<file path="config.mk">
export PLATFORM = sky130hd
export DESIGN_NAME = sort4_serializer_flat
export DESIGN_NICKNAME = d
export VERILOG_FILES = /design/src/rtl/sort_pkg.sv /design/src/rtl/sort4_serializer_if.sv /design/src/rtl/sort4_frame_buf.sv /design/src/rtl/sort4_serializer.sv /design/src/flat_wrapper.sv
export SDC_FILE = /design/constraint.sdc
export NUM_CORES = 1
export LEC_CHECK = 0
export BUFFER_PORTS_ARGS = -buffer_cell sky130_fd_sc_hd__buf_2
export CAP_MARGIN = 40
export CORE_MARGIN = 4
export CORE_UTILIZATION = 61
export CTS_CLUSTER_DIAMETER = 60
export DETAILED_ROUTE_END_ITERATION = 8
export GPL_TIMING_DRIVEN = 1
export PLACE_DENSITY = 0.95
export SYNTH_ARGS = -nofsm -noshare
export SYNTH_HDL_FRONTEND = slang
export SYNTH_SLANG_ARGS = --single-unit
export TNS_END_PERCENT = 100
</file>
<file path="constraint.sdc">
create_clock -name clock -period 6.4 [get_ports clock]
set_clock_uncertainty 0.1 [all_clocks]
set_input_delay 0.64 -clock clock [delete_from_list [all_inputs] [get_ports clock]]
set_output_delay 0.64 -clock clock [all_outputs]
set_load 0.05 [all_outputs]
</file>
<file path="src/rtl/sort_pkg.sv">
`default_nettype none
// ============================================================================
// Module      : sort_pkg
// Description : Shared constants and frame type for the 4-lane sorter and its
//               serializer.
// Revision    : 1.0  initial release
// ============================================================================
package sort_pkg;
    localparam int DEF_WIDTH = 16;
    localparam int NUM_LANES = 4;

    typedef logic [NUM_LANES-1:0][DEF_WIDTH-1:0] frame_t;

    // Word index for a beat; descending order walks the frame from the top.
    function automatic logic [1:0] lane_sel(input logic [1:0] beat, input logic descend);
        return descend ? ~beat : beat;
    endfunction
endpackage
`default_nettype wire

</file>
<file path="src/rtl/sort4_serializer_if.sv">
`default_nettype none
// ============================================================================
// Module      : sort4_serializer_if
// Description : Parallel-in / serial-out handshake bundle of the serializer.
// Revision    : 1.0  initial release
// ============================================================================
interface sort4_serializer_if import sort_pkg::*; #(
    parameter int WIDTH = DEF_WIDTH
);
    logic             in_valid;
    logic             in_ready;
    logic [WIDTH-1:0] in_data0;
    logic [WIDTH-1:0] in_data1;
    logic [WIDTH-1:0] in_data2;
    logic [WIDTH-1:0] in_data3;
    logic             out_valid;
    logic             out_ready;
    logic [WIDTH-1:0] out_data;
    logic [1:0]       out_idx;
    logic             out_last;

    modport master (
        output in_valid, in_data0, in_data1, in_data2, in_data3, out_ready,
        input  in_ready, out_valid, out_data, out_idx, out_last
    );

    modport slave (
        input  in_valid, in_data0, in_data1, in_data2, in_data3, out_ready,
        output in_ready, out_valid, out_data, out_idx, out_last
    );
endinterface
`default_nettype wire

</file>
<file path="src/rtl/sort4_frame_buf.sv">
`default_nettype none
// ============================================================================
// Module      : sort4_frame_buf
// Description : Two-entry ping-pong FIFO holding whole 4-word frames.
// Revision    : 1.0  initial release
// ============================================================================
module sort4_frame_buf import sort_pkg::*; #(
    parameter int WIDTH = DEF_WIDTH
) (
    input  wire logic                               clock,
    input  wire logic                               reset,
    input  wire logic                               push_i,
    input  wire logic                               pop_i,
    input  wire logic [NUM_LANES-1:0][WIDTH-1:0]    wdata_i,
    output logic      [NUM_LANES-1:0][WIDTH-1:0]    rdata_o,
    output logic                                    in_ready_o,
    output logic                                    not_empty_o
);
    logic [NUM_LANES-1:0][WIDTH-1:0] mem_q [2];
    logic       wr_ptr_q, wr_ptr_d;
    logic       rd_ptr_q, rd_ptr_d;
    logic [1:0] count_q,  count_d;

    // Frame storage carries no reset; occupancy is tracked by count_q alone.
    always_ff @(posedge clock) begin
        if (push_i) begin
            mem_q[wr_ptr_q] <= wdata_i;
        end
    end

    always_comb begin
        wr_ptr_d = wr_ptr_q ^ push_i;
        rd_ptr_d = rd_ptr_q ^ pop_i;
        count_d  = count_q;
        if (push_i && !pop_i) begin
            count_d = count_q + 2'd1;
        end else if (!push_i && pop_i) begin
            count_d = count_q - 2'd1;
        end
    end

    always_ff @(posedge clock or negedge reset) begin
        if (!reset) begin
            wr_ptr_q <= 1'b0;
            rd_ptr_q <= 1'b0;
            count_q  <= 2'd0;
        end else begin
            wr_ptr_q <= wr_ptr_d;
            rd_ptr_q <= rd_ptr_d;
            count_q  <= count_d;
        end
    end

    assign rdata_o     = mem_q[rd_ptr_q];
    assign in_ready_o  = (count_q != 2'd2);
    assign not_empty_o = (count_q != 2'd0);
endmodule
`default_nettype wire

</file>
<file path="src/rtl/sort4_serializer.sv">
`default_nettype none
// ============================================================================
// Module      : sort4_serializer
// Description : Buffers sorted 4-word frames and streams them word by word,
//               flagging unsorted frames and counting completed ones.
// Revision    : 1.0  initial release
// ============================================================================
module sort4_serializer import sort_pkg::*; #(
    parameter int WIDTH   = DEF_WIDTH,
    parameter bit DESCEND = 1'b0,
    parameter int CNT_W   = 16
) (
    input  wire logic              clock,
    input  wire logic              reset,
    sort4_serializer_if.slave      bus,
    output logic                   order_err,
    output logic [CNT_W-1:0]       frame_cnt
);
    logic [NUM_LANES-1:0][WIDTH-1:0] w_wdata, w_rdata;
    logic             w_in_ready, w_not_empty;
    logic             w_push, w_xfer, w_pop, w_unsorted;
    logic [1:0]       w_lane;
    logic [1:0]       beat_q, beat_d;
    logic             order_err_q, order_err_d;
    logic [CNT_W-1:0] frame_cnt_q, frame_cnt_d;

    assign w_wdata = {bus.in_data3, bus.in_data2, bus.in_data1, bus.in_data0};
    assign w_push  = bus.in_valid && w_in_ready;
    assign w_xfer  = w_not_empty && bus.out_ready;
    assign w_pop   = w_xfer && (beat_q == 2'd3);

    sort4_frame_buf #(.WIDTH(WIDTH)) u_frame_buf (
        .clock       (clock),
        .reset       (reset),
        .push_i      (w_push),
        .pop_i       (w_pop),
        .wdata_i     (w_wdata),
        .rdata_o     (w_rdata),
        .in_ready_o  (w_in_ready),
        .not_empty_o (w_not_empty)
    );

    // Unsigned non-decreasing check; equal neighbours are legal.
    assign w_unsorted = !((bus.in_data0 <= bus.in_data1) &&
                          (bus.in_data1 <= bus.in_data2) &&
                          (bus.in_data2 <= bus.in_data3));

    always_comb begin
        beat_d      = beat_q;
        order_err_d = order_err_q | (w_push && w_unsorted);
        frame_cnt_d = frame_cnt_q;
        if (w_xfer) begin
            beat_d = beat_q + 2'd1;
        end
        if (w_pop) begin
            frame_cnt_d = frame_cnt_q + CNT_W'(1);
        end
    end

    always_ff @(posedge clock or negedge reset) begin
        if (!reset) begin
            beat_q      <= 2'd0;
            order_err_q <= 1'b0;
            frame_cnt_q <= '0;
        end else begin
            beat_q      <= beat_d;
            order_err_q <= order_err_d;
            frame_cnt_q <= frame_cnt_d;
        end
    end

    assign w_lane        = lane_sel(beat_q, DESCEND);
    assign bus.in_ready  = w_in_ready;
    assign bus.out_valid = w_not_empty;
    assign bus.out_data  = w_rdata[w_lane];
    assign bus.out_idx   = beat_q;
    assign bus.out_last  = w_not_empty && (beat_q == 2'd3);
    assign order_err     = order_err_q;
    assign frame_cnt     = frame_cnt_q;
endmodule
`default_nettype wire

</file>
<file path="src/flat_wrapper.sv">
// flat-port wrapper written by rule: the top's interface ports become plain ports
module sort4_serializer_flat import sort_pkg::*;
#(
    parameter int WIDTH   = DEF_WIDTH,
    parameter bit DESCEND = 1'b0,
    parameter int CNT_W   = 16
)
  (clock, reset, order_err, frame_cnt, bus_in_valid, bus_in_data0, bus_in_data1, bus_in_data2, bus_in_data3, bus_out_ready, bus_in_ready, bus_out_valid, bus_out_data, bus_out_idx, bus_out_last);
  sort4_serializer_if #(.WIDTH(WIDTH)) bus_i ();
  input  wire logic clock;
  input  wire logic reset;
  output logic order_err;
  output logic [CNT_W-1:0] frame_cnt;
  input wire logic [$bits(bus_i.in_valid)-1:0] bus_in_valid;
  input wire logic [$bits(bus_i.in_data0)-1:0] bus_in_data0;
  input wire logic [$bits(bus_i.in_data1)-1:0] bus_in_data1;
  input wire logic [$bits(bus_i.in_data2)-1:0] bus_in_data2;
  input wire logic [$bits(bus_i.in_data3)-1:0] bus_in_data3;
  input wire logic [$bits(bus_i.out_ready)-1:0] bus_out_ready;
  output wire logic [$bits(bus_i.in_ready)-1:0] bus_in_ready;
  output wire logic [$bits(bus_i.out_valid)-1:0] bus_out_valid;
  output wire logic [$bits(bus_i.out_data)-1:0] bus_out_data;
  output wire logic [$bits(bus_i.out_idx)-1:0] bus_out_idx;
  output wire logic [$bits(bus_i.out_last)-1:0] bus_out_last;
  assign bus_i.in_valid = bus_in_valid;
  assign bus_i.in_data0 = bus_in_data0;
  assign bus_i.in_data1 = bus_in_data1;
  assign bus_i.in_data2 = bus_in_data2;
  assign bus_i.in_data3 = bus_in_data3;
  assign bus_i.out_ready = bus_out_ready;
  assign bus_in_ready = bus_i.in_ready;
  assign bus_out_valid = bus_i.out_valid;
  assign bus_out_data = bus_i.out_data;
  assign bus_out_idx = bus_i.out_idx;
  assign bus_out_last = bus_i.out_last;
  sort4_serializer #(.WIDTH(WIDTH), .DESCEND(DESCEND), .CNT_W(CNT_W)) u_core (.clock(clock), .reset(reset), .bus(bus_i), .order_err(order_err), .frame_cnt(frame_cnt));
endmodule
</file>
==> impl_metrics.csv, run 1 <==
group,metric,value,unit
floorplanning,die_w,115,um
global_route,grt_antenna_before_repair,3,
global_route,grt_pass1_vias,4626,
sta,max_freq,0.314,GHz
route,route.vias.total,4229,
floorplanning,fp.dieArea,0.0133,mm2
job,drv_cap,0,
place,dp_hpwl,10400,um
pwr,power.density,460,mW/mm2
layout,fin_nets,683,
clocking,holdBufCountCts,0,
synthesis,synth_cells,443,
setup_path,end_kind,"primary output",
setup_path,r2r_start,"u_core.u_frame_buf.count_q[0]",
setup_path,cp-start-kind,"flip-flop",
clocking,post_cts_buffers,0,
pwr,p_clk_frac,0.267,
sta,setup_viol,0,
sta,maxSlewViolCount,0,
synthesis,syn_area_per_cell,15.9,um2
clocking,cts_sinks,151,
clocking,cts_root_buf,"clkbuf_16",
synthesis,yosys_warnings,0,
global_route,grt_pass1_wl,23700,um
pwr,p_leak,3.48,nW
setup_path,crit_family,"multiplexers",
synthesis,synth.distinct_cells,41,
floorplanning,core_area,0.0111,mm2
synthesis,yosys.area.top_type_share,0.546,
sta,setup_tns,0,ns
sta,timing.final.crit_share,0.498,
synthesis,synth_enable_flop_cells,128,
setup_path,worstPathArrival,2.45,ns
layout,area_growth,19.0,%
setup_path,max_stage_delay,0.71,ns
floorplanning,die_y,115,um
pwr,comb_power_share,0.358,
route,drt_iter0_markers,273,
synthesis,synth_area,0.00704,mm2
worst_hold_path,hp-class,"in -> async",
route,vias_per_cell,5.91,
global_route,grt_max_degree,65,
route,drc,0,
global_route,grt.total_usage,0.242,
floorplanning,num_rows,38,
clocking,cts.clk_slew.worst_paths,0.06,ns
sta,slew_headroom,0.439,
clocking,clock_latency,0.42,ns
synthesis,synth_common_cells,"128 x edfxtp_1, 53 x ha_1, 52 x inv_1",
clocking,clock_path_buffers,2,
route,drt_wl_total,14900,um
setup_path,path_buf_inv,2,
sta,worst_pin_slew,0.841,ns
place,gp_congestion,0.811,
global_route,gr-total-overflow,0,
place,dp.cells,683,
synthesis,synth_fp_nets,564,
clocking,post_cts_resized,0,
place,numPortBuffers,105,
sta,rsz0062_at_grt,"no",
setup_path,cp.depth,4,
setup_path,path_cells,"buf_12 > mux4_2 > mux2_2 > buf_2",
sta,period_minus_slack,3.19,ns
setup_path,crit_fanout,19,
synthesis,synth.largest_area_cell,"edfxtp_1",
floorplanning,ioPinCount,106,
pwr,pwr-share-seq,0.376,
synthesis,async_reset_ff_frac,0.152,
clocking,numCtsBuffers,17,
pwr,p_sw,0.00137,W
route,wire_per_inst,20.8,um
synthesis,synth_area_leaders,"edfxtp_1 55%, mux4_2 10%, ha_1 9.4%",
synthesis,synth_most_common_cell,"edfxtp_1",
setup_path,cp-startpoint,"u_core.u_frame_buf.rd_ptr_q",
layout,final_cell_count_no_fill,716,
layout,fin_util,0.756,
route,drtPass1Iterations,4,
synthesis,synth_ff_type,"edfxtp_1",
setup_path,worstSetupPathType,"reg -> out",
layout,fillCellCount,638,
setup_path,cp_slowest_cell,"dfrtp_2",
pwr,ir_worst_vdd,0.481,mV
layout,drive_above_1_share,0.347,
synthesis,synth.yosys.seq_area_share,0.628,
setup_path,worstPathRequired,5.66,ns
clocking,htreeDepth,4,
run_status,outcome,"complete, no violations",
sta,hold_violations,0,
floorplanning,start_util,0.636,
clocking,tritoncts,"done",
route,ant_nets,0,
pwr,p_int,0.00248,W
setup_path,worst-r2r-cell-count,4,
synthesis,ys_ff_latch,151,
pwr,p_sw_frac,0.356,
[cells by family after synthesis]
logic type,share of synthesized area
flip-flops,0.628
AO/OA/AOI/OAI,0.0352
buffers and inverters,0.0338
AND/OR/NAND/NOR,0.0537
adder cells (fa/ha/maj),0.0942
multiplexers,0.130
XOR/XNOR,0.0259
[through the flow]
| stage | area, um2 | setup WS [ns] | power, W | hold WS (ns) |
|---|---|---|---|---|
| after floorplan | 7040 | 3.18 | 0.00251 | 0.244 |
| after global placement | 7730 | 3.44 | 0.00275 | 0.352 |
| after detailed placement | 7760 | 3.63 | 0.00284 | 0.356 |
| after CTS | 8370 | 3.13 | 0.00389 | 0.0900 |
| after global routing | 8380 | 3.05 | 0.00403 | 0.115 |
| final | 8380 | 3.21 | 0.00385 | 0.0977 |
[power groups by stage]
stage	clock network [W]	logic, W	registers (W)
2_1_floorplan	0	0.00104	0.00146
3_3_place_gp	0	0.00126	0.00149
3_5_place_dp	0	0.00138	0.00146
4_1_cts	0.00104	0.00140	0.00145
5_1_grt	0.00109	0.00147	0.00147
6_report	0.00103	0.00138	0.00145
[layer usage]
| layer | track usage | wire length, um |
|---|---|---|
| met1 | 0.281 | 5590 |
| met2 | 0.418 | 7860 |
| met3 | 0.0527 | 903 |
| met4 | 0.137 | 552 |
| met5 | 0 | 11 |
[sequential cells by signal, summed over array words and instances (netlist names)]
signal                       cells
u_core.bus.out_idx               2
u_core.frame_cnt                16
u_core.order_err                 1
u_core.u_frame_buf.count_q       2
u_core.u_frame_buf.mem_q       128
u_core.u_frame_buf.rd_ptr_q      1
u_core.u_frame_buf.wr_ptr_q      1
[cell usage in the layout, fill, tap and decap left out, types with 2 or more instances in the layout]
cell type and instances:
a21o_1 3, a21oi_1 21, and2_1 3, and3_1 5, and3_4 3, and4_1 2
buf_2 105, buf_4 3, bufinv_16 4, clkbuf_1 3, clkbuf_16 17, clkinvlp_4 5
dfrtp_1 22, diode_2 2, edfxtp_1 128, ha_1 51, ha_2 2, inv_1 52
mux2_2 17, mux4_2 32, nand2_1 20, nand3_1 9, nand4_1 10, nor2_1 7
nor2b_1 2, nor4_1 2, o211ai_1 2, o21ai_0 3, or2_2 2, xnor2_1 11
xor2_1 8
[area by class of cell]
cell class	instances	area, um2	area share
well taps	140	175	0.0209
multi-input cells	230	2390	0.285
clock inverters	11	175	0.0209
flip-flops and latches	151	4420	0.528
diodes	2	5.00	0.000597
repair buffers	110	583	0.0696
clock buffers	20	437	0.0521
inverters	52	195	0.0233
[path summary, 6_finish.rpt]
path / slack (ns) / end
worst max-delay path: 3.21 / bus_out_data[0]
worst min-delay path: 0.1 / u_core.frame_cnt[7]
worst max register to register: 3.71 / u_core.u_frame_buf.mem_q[0][45]
worst min register to register: 0.36 / u_core.frame_cnt[15]
max in group asynchronous: 5.72 / u_core.u_frame_buf.rd_ptr_q
min in group clock: 0.32 / u_core.u_frame_buf.mem_q[1][50]
Power figures use the tool's default switching activity.
==> inputs of run 2 (changes only) <==
CORE_UTILIZATION = 57   (was 61)
PLACE_DENSITY = 0.9   (was 0.95)
clock period = 3.3 ns   (was 6.4 ns; I/O delays follow)
==> run 2 against run 1 <==
Routed wire length grew 3.9%; total power increased by 100%; non-clock buffer count grew 3; clock power grew 120%; die area up 6.5%; critical path type unchanged; largest cell class unchanged; largest power group unchanged; highest routed layer is now met4.
==> impl_metrics.csv, run 2 (synthesis gave the netlist of run 1 again) <==
group,metric,value,unit
clocking,tritoncts,"done",
place,gp_congestion,0.825,
layout,antenna_cells,0,
place,numPortBuffers,105,
pwr,p_sw,0.00270,W
global_route,grt_pass1_wl,24500,um
layout,largest_register_ffs,128,
place,dp.cells,712,
floorplanning,ioPinCount,106,
pwr,ir_worst_vdd,0.800,mV
clocking,cts_root_buf,"clkbuf_16",
global_route,grt.total_usage,0.230,
floorplanning,die_y,119,um
layout,fillCellCount,748,
floorplanning,die_w,119,um
route,vias_per_cell,5.71,
setup_path,worstPathArrival,2.42,ns
global_route,grt_pass1_vias,4607,
pwr,p_clk_frac,0.295,
sta,maxSlewViolCount,0,
route,route.vias.total,4263,
pwr,comb_power_share,0.351,
route,drt_iter0_markers,361,
sta,setup_tns,0,ns
setup_path,worstPathRequired,2.87,ns
place,dp_hpwl,10500,um
sta,period_minus_slack,2.85,ns
layout,final_common_cell,"edfxtp_1",
clocking,numCtsBuffers,17,
sta,rsz0062_at_grt,"no",
global_route,gr-total-overflow,0,
pwr,p_leak,3.55,nW
place,place_ws,0.854,ns
layout,drive_above_1_share,0.349,
route,wire_per_inst,20.8,um
place,placed_cell_area,0.00781,mm2
clocking,cts.clk_slew.worst_paths,0.07,ns
pwr,p_sw_frac,0.345,
layout,fin_util,0.708,
setup_path,crit_fanout,20,
sta,setup_viol,0,
route,drtPass1Iterations,5,
clocking,htreeDepth,4,
clocking,post_cts_resized,0,
worst_hold_path,hp-class,"in -> reg",
layout,fin_nets,686,
job,drv_cap,0,
run_status,outcome,"complete, no violations",
route,drc,0,
clocking,clock_path_buffers,2,
floorplanning,core_area,0.0121,mm2
sta,worst_pin_slew,0.648,ns
route,ant_nets,0,
sta,max_freq,0.351,GHz
floorplanning,num_rows,40,
setup_path,end_kind,"primary output",
route,drt_wl_total,15500,um
layout,stdcell_area,0.00854,mm2
setup_path,cp-start-kind,"flip-flop",
sta,hold_violations,0,
clocking,cts_sinks,151,
sta,timing.final.crit_share,0.863,
pwr,p_int,0.00513,W
pwr,pwr-share-seq,0.354,
layout,layout_common_cells,"128 x edfxtp_1, 105 x buf_2, 52 x inv_1",
floorplanning,fp.dieArea,0.0142,mm2
layout,regMostFlops,"u_core.u_frame_buf.mem_q",
sta,fin_ws,0.452,ns
clocking,clock_latency,0.42,ns
layout,area_growth,21.3,%
floorplanning,start_util,0.584,
layout,final_cell_count_no_fill,746,
pwr,power.density,918,mW/mm2
clocking,post_cts_buffers,0,
global_route,grt_antenna_before_repair,0,
sta,slew_headroom,0.568,
global_route,grt_max_degree,41,
setup_path,worstSetupPathType,"reg -> out",
==> run 2: changes by cell type in the layout (fill, tap and decap cells not counted), moves of 2 or more <==
cell and delta:
bufinv_16 +4, clkinv_2 +2, clkinvlp_4 -4, diode_2 -2
dlygate4sd3_1 +2
==> run 2: worst paths after layout <==
| check | from | endpoint | slack (ns) | cells after the start |
|---|---|---|---|---|
| setup / recovery | u_core.u_frame_buf.rd_ptr_q | bus_out_data[7] | 0.45 | 4 |
| hold / removal | bus_in_data3[8] | u_core.u_frame_buf.mem_q[0][56] | 0.02 | 1 |
| setup reg to reg | u_core.bus.out_idx[0] | u_core.frame_cnt[15] | 0.95 | 8 |
| hold reg to reg | u_core.frame_cnt[8] | u_core.frame_cnt[8] | 0.39 | 1 |
| max in group asynchronous | reset | u_core.u_frame_buf.rd_ptr_q | 2.37 | 2 |
| min in group asynchronous | reset | u_core.frame_cnt[15] | 0.33 | 2 |
==> run 2: area by class of cell <==
cell class	count	area, um2	share of cell area
Clock inverter	13	275	0.0322
Inverter	52	195	0.0229
Clock buffer	19	433	0.0507
Tap cell	168	210	0.0246
Multi-Input combinational cell	230	2390	0.280
Sequential cell	151	4420	0.518
Timing Repair Buffer	113	616	0.0721
==> run 2: critical path, stage by stage, from the launching register on <==
cell     delay (ns)
dfrtp_2        0.68
buf_12         0.28
mux4_2         0.53
mux2_2         0.30
buf_2          0.22
==> run 2: stage by stage <==
| step | hold WS, ns | total power (W) |
|---|---|---|
| final | 0.0202 | 0.00783 |
| after global routing | 0.00501 | 0.00817 |
| after CTS | 0.00286 | 0.00789 |
| after detailed placement | 0.242 | 0.00554 |
| after global placement | 0.225 | 0.00544 |
| after floorplan | -0.0656 | 0.00486 |
==> run 2: layer usage <==
layer / routed length [um] / global-route usage / share of wire / up-vias
li1: - / - / - / 1934
met3: 1200 / 0.0622 / 0.078 / 19
met1: 5810 / 0.277 / 0.38 / 2107
met5: 0 / 0 / 0 / -
met2: 8220 / 0.400 / 0.53 / 203
met4: 258 / 0.0811 / 0.017 / 0
==> run 2: power by group through the flow <==
stage / sequential (W) / combinational [W] / clock [W]
finish: 0.00277 / 0.00275 / 0.00231
global placement: 0.00276 / 0.00268 / 0
floorplan: 0.00283 / 0.00203 / 0
global route: 0.00281 / 0.00292 / 0.00244
detailed placement: 0.00280 / 0.00274 / 0
CTS: 0.00277 / 0.00278 / 0.00233
==> run 2: timing repair <==
item	4_1_cts	5_1_grt
endpoints found under the setup margin	0	0
hold buffers	1	1
endpoints found under the hold margin	23	2
==> inputs of run 3 (changes only) <==
ABC_AREA = 1   (was not set)
==> run 3 against run 2 <==
Combinational power rose by 19%; critical path type unchanged; synthesized cell count up 51%; cell count up 30%; critical path depth is 2 higher; first-iteration DRC count rose by 120%; core utilization down 2.1 points; design area up 1.1%; sequential share of layout area shrank 0.57 points; sequential power about the same; count of clock-buffer cells in the layout is 1 lower.
==> impl_metrics.csv, run 3 <==
group,metric,value,unit
sta,maxSlewViolCount,0,
floorplanning,ioPinCount,106,
pwr,ir_worst_vdd,0.530,mV
clocking,clock_path_buffers,2,
floorplanning,fp.dieArea,0.0147,mm2
floorplanning,die_y,121,um
synthesis,syn_area_per_cell,10.9,um2
global_route,gr-total-overflow,0,
floorplanning,die_w,121,um
route,wl_met2,8680,um
setup_path,crit_fanout,65,
setup_path,end_kind,"primary output",
place,gp_congestion,0.856,
route,drt_wl_total,18300,um
layout,area_growth,18.5,%
synthesis,ys_ff_latch,151,
pwr,p_int,0.00449,W
synthesis,synth.largest_area_cell,"edfxtp_1",
setup_path,path_cells,"buf_4 > o21ai_0 > o22ai_1 > nor2_1 > a31oi_1 > buf_2",
run_status,outcome,"complete, no violations",
layout,regMostFlops,"u_core.u_frame_buf.mem_q",
route,top_layer,"met4",
setup_path,worstPathArrival,2.53,ns
pwr,power.density,915,mW/mm2
job,drv_cap,0,
pwr,p_leak,3.78,nW
sta,period_minus_slack,2.96,ns
setup_path,crit_family,"buffers and inverters",
layout,layout_common_cells,"128 x nor2_1, 128 x edfxtp_1, 105 x buf_2",
clocking,htreeDepth,4,
clocking,post_cts_resized,0,
synthesis,synth_enable_flop_cells,128,
pwr,p_sw_frac,0.432,
worst_hold_path,hold_start,"bus_in_data0[0]",
pwr,comb_power_share,0.414,
sta,rsz0062_at_grt,"no",
sta,worst_pin_slew,0.715,ns
clocking,clock_latency,0.43,ns
pwr,pwr-share-seq,0.347,
sta,setup_viol,0,
clocking,cts_root_buf,"clkbuf_16",
worst_hold_path,worstHoldPathCells,1,
place,numPortBuffers,105,
setup_path,worst-r2r-cell-count,4,
floorplanning,core_area,0.0126,mm2
synthesis,yosys.area.top_type_share,0.527,
route,route.vias.total,5608,
route,wire_per_inst,18.9,um
global_route,grt_pass1_wl,28700,um
route,drt_iter0_markers,797,
synthesis,synth.distinct_cells,29,
layout,fin_nets,904,
pwr,p_sw,0.00341,W
synthesis,synth_area_leaders,"edfxtp_1 53%, ha_1 9.1%, dfrtp_1 7.9%",
route,wl_met3,1810,um
setup_path,worstPathRequired,2.87,ns
setup_path,reg2reg_to,"u_core.u_frame_buf.mem_q[1][17]",
place,dp_hpwl,11800,um
synthesis,synth_common_cells,"128 x edfxtp_1, 128 x nor2_1, 68 x inv_1",
synthesis,synth_fp_nets,791,
global_route,grt_pass1_vias,5549,
route,drtPass1Iterations,6,
global_route,grt_antenna_before_repair,1,
worst_hold_path,hp-class,"in -> reg",
setup_path,worstSetupPathType,"reg -> out",
route,wl_met1,7090,um
sta,timing.final.crit_share,0.897,
global_route,grt.total_usage,0.256,
layout,largest_register_ffs,128,
floorplanning,num_rows,41,
route,vias_per_cell,5.79,
sta,max_freq,0.338,GHz
synthesis,async_reset_ff_frac,0.152,
sta,slew_headroom,0.523,
synthesis,yosys_warnings,0,
clocking,cts_sinks,151,
synthesis,synth_ff_type,"edfxtp_1",
route,ant_nets,0,
synthesis,synth_area,0.00729,mm2
setup_path,cp-start-kind,"flip-flop",
floorplanning,start_util,0.580,
route,drc,0,
clocking,cts.clk_slew.worst_paths,0.06,ns
setup_path,r2r_start,"u_core.u_frame_buf.count_q[0]",
global_route,grt_max_degree,66,
sta,hold_violations,0,
setup_path,cp_slowest_cell,"buf_4",
synthesis,synth_cells,670,
sta,setup_tns,0,ns
layout,fin_util,0.687,
clocking,tritoncts,"done",
setup_path,reg2reg_slack,0.77,ns
layout,drive_above_1_share,0.209,
setup_path,max_stage_delay,0.55,ns
pwr,p_clk_frac,0.239,
synthesis,synth.yosys.seq_area_share,0.606,
worst_hold_path,whs_endpoint,"u_core.u_frame_buf.mem_q[1][0]",
setup_path,path_buf_inv,2,
clocking,numCtsBuffers,17,
run 3: cell types whose count changed in the layout (fill, tap and decap cells not counted), moves of 5 or more:
| cell | change |
|---|---|
| a31oi_1 | +16 |
| and3_1 | -5 |
| bufinv_16 | -6 |
| inv_1 | +16 |
| mux2_2 | -17 |
| mux4_2 | -32 |
| nand2_1 | +46 |
| nand2_4 | +6 |
| nand4_1 | -6 |
| nor2_1 | +121 |
| o21ai_0 | +63 |
| o22ai_1 | +16 |
run 3: layout make-up:
cell class                      count  area, um2
Antenna cell                        1       2.50
Sequential cell                   151       4420
Clock inverter                     14        148
Multi-Input combinational cell    425       2510
Clock buffer                       18        429
Fill cell                         816       3940
Timing Repair Buffer              116        636
Inverter                           72        270
Tap cell                          172        215
run 3: cells by family after synthesis:
logic type	after synthesis	synth area share
xor+xnor	19	0.0228
simple gates	225	0.135
buf+inv	94	0.0494
flops	151	0.606
compound gates	128	0.0948
fa+ha+maj	53	0.0910
run 3: what timing repair did:
| action | 4_1_cts | 5_1_grt |
|---|---|---|
| hold buffers | 1 | 0 |
| endpoints found under the hold margin | 23 | 0 |
| setup buffers | 0 | 0 |
| endpoints found under the setup margin | 0 | 0 |
run 3: worst max path at each step:
stage          depth (start not counted)                         endpoint  slack (ns)                           from
4_1_cts                                6                  bus_out_data[7]        0.38    u_core.u_frame_buf.rd_ptr_q
6_report                               6                  bus_out_data[5]        0.34    u_core.u_frame_buf.rd_ptr_q
3_5_place_dp                           4  u_core.u_frame_buf.mem_q[1][51]        0.90  u_core.u_frame_buf.count_q[0]
2_1_floorplan                          3   u_core.u_frame_buf.mem_q[1][0]        0.38  u_core.u_frame_buf.count_q[0]
5_1_grt                                6                  bus_out_data[7]        0.25    u_core.u_frame_buf.rd_ptr_q
3_3_place_gp                           4  u_core.u_frame_buf.mem_q[1][50]        0.97  u_core.u_frame_buf.count_q[0]
run 3: per-stage QoR:
stage | area, um2 | total power (W) | hold slack (ns) | cells | worst slack [ns]
floorplan | 7290 | 0.00502 | -0.0656 | 670 | 0.377
global placement | 8040 | 0.00581 | 0.224 | 935 | 0.971
detailed placement | 8040 | 0.00591 | 0.232 | 935 | 0.903
CTS | 8630 | 0.00785 | 0.00910 | 968 | 0.383
global route | 8630 | 0.00824 | 0.0175 | 969 | 0.249
finish | 8630 | 0.00790 | 0.0132 | 969 | 0.339
run 3: power by group through the flow:
stage / Sequential (W) / Clock [W] / Combinational, W
after CTS: 0.00273 / 0.00189 / 0.00323
after detailed placement: 0.00276 / 0 / 0.00316
after floorplan: 0.00286 / 0 / 0.00217
after global routing: 0.00277 / 0.00196 / 0.00351
final: 0.00274 / 0.00189 / 0.00327
after global placement: 0.00274 / 0 / 0.00307
run 3: layer usage:
| metal | up-vias | GRT usage |
|---|---|---|
| li1 | 2539 | - |
| met1 | 2643 | 0.347 |
| met2 | 370 | 0.402 |
| met3 | 56 | 0.0517 |
| met4 | 0 | 0.114 |
| met5 | - | 0 |
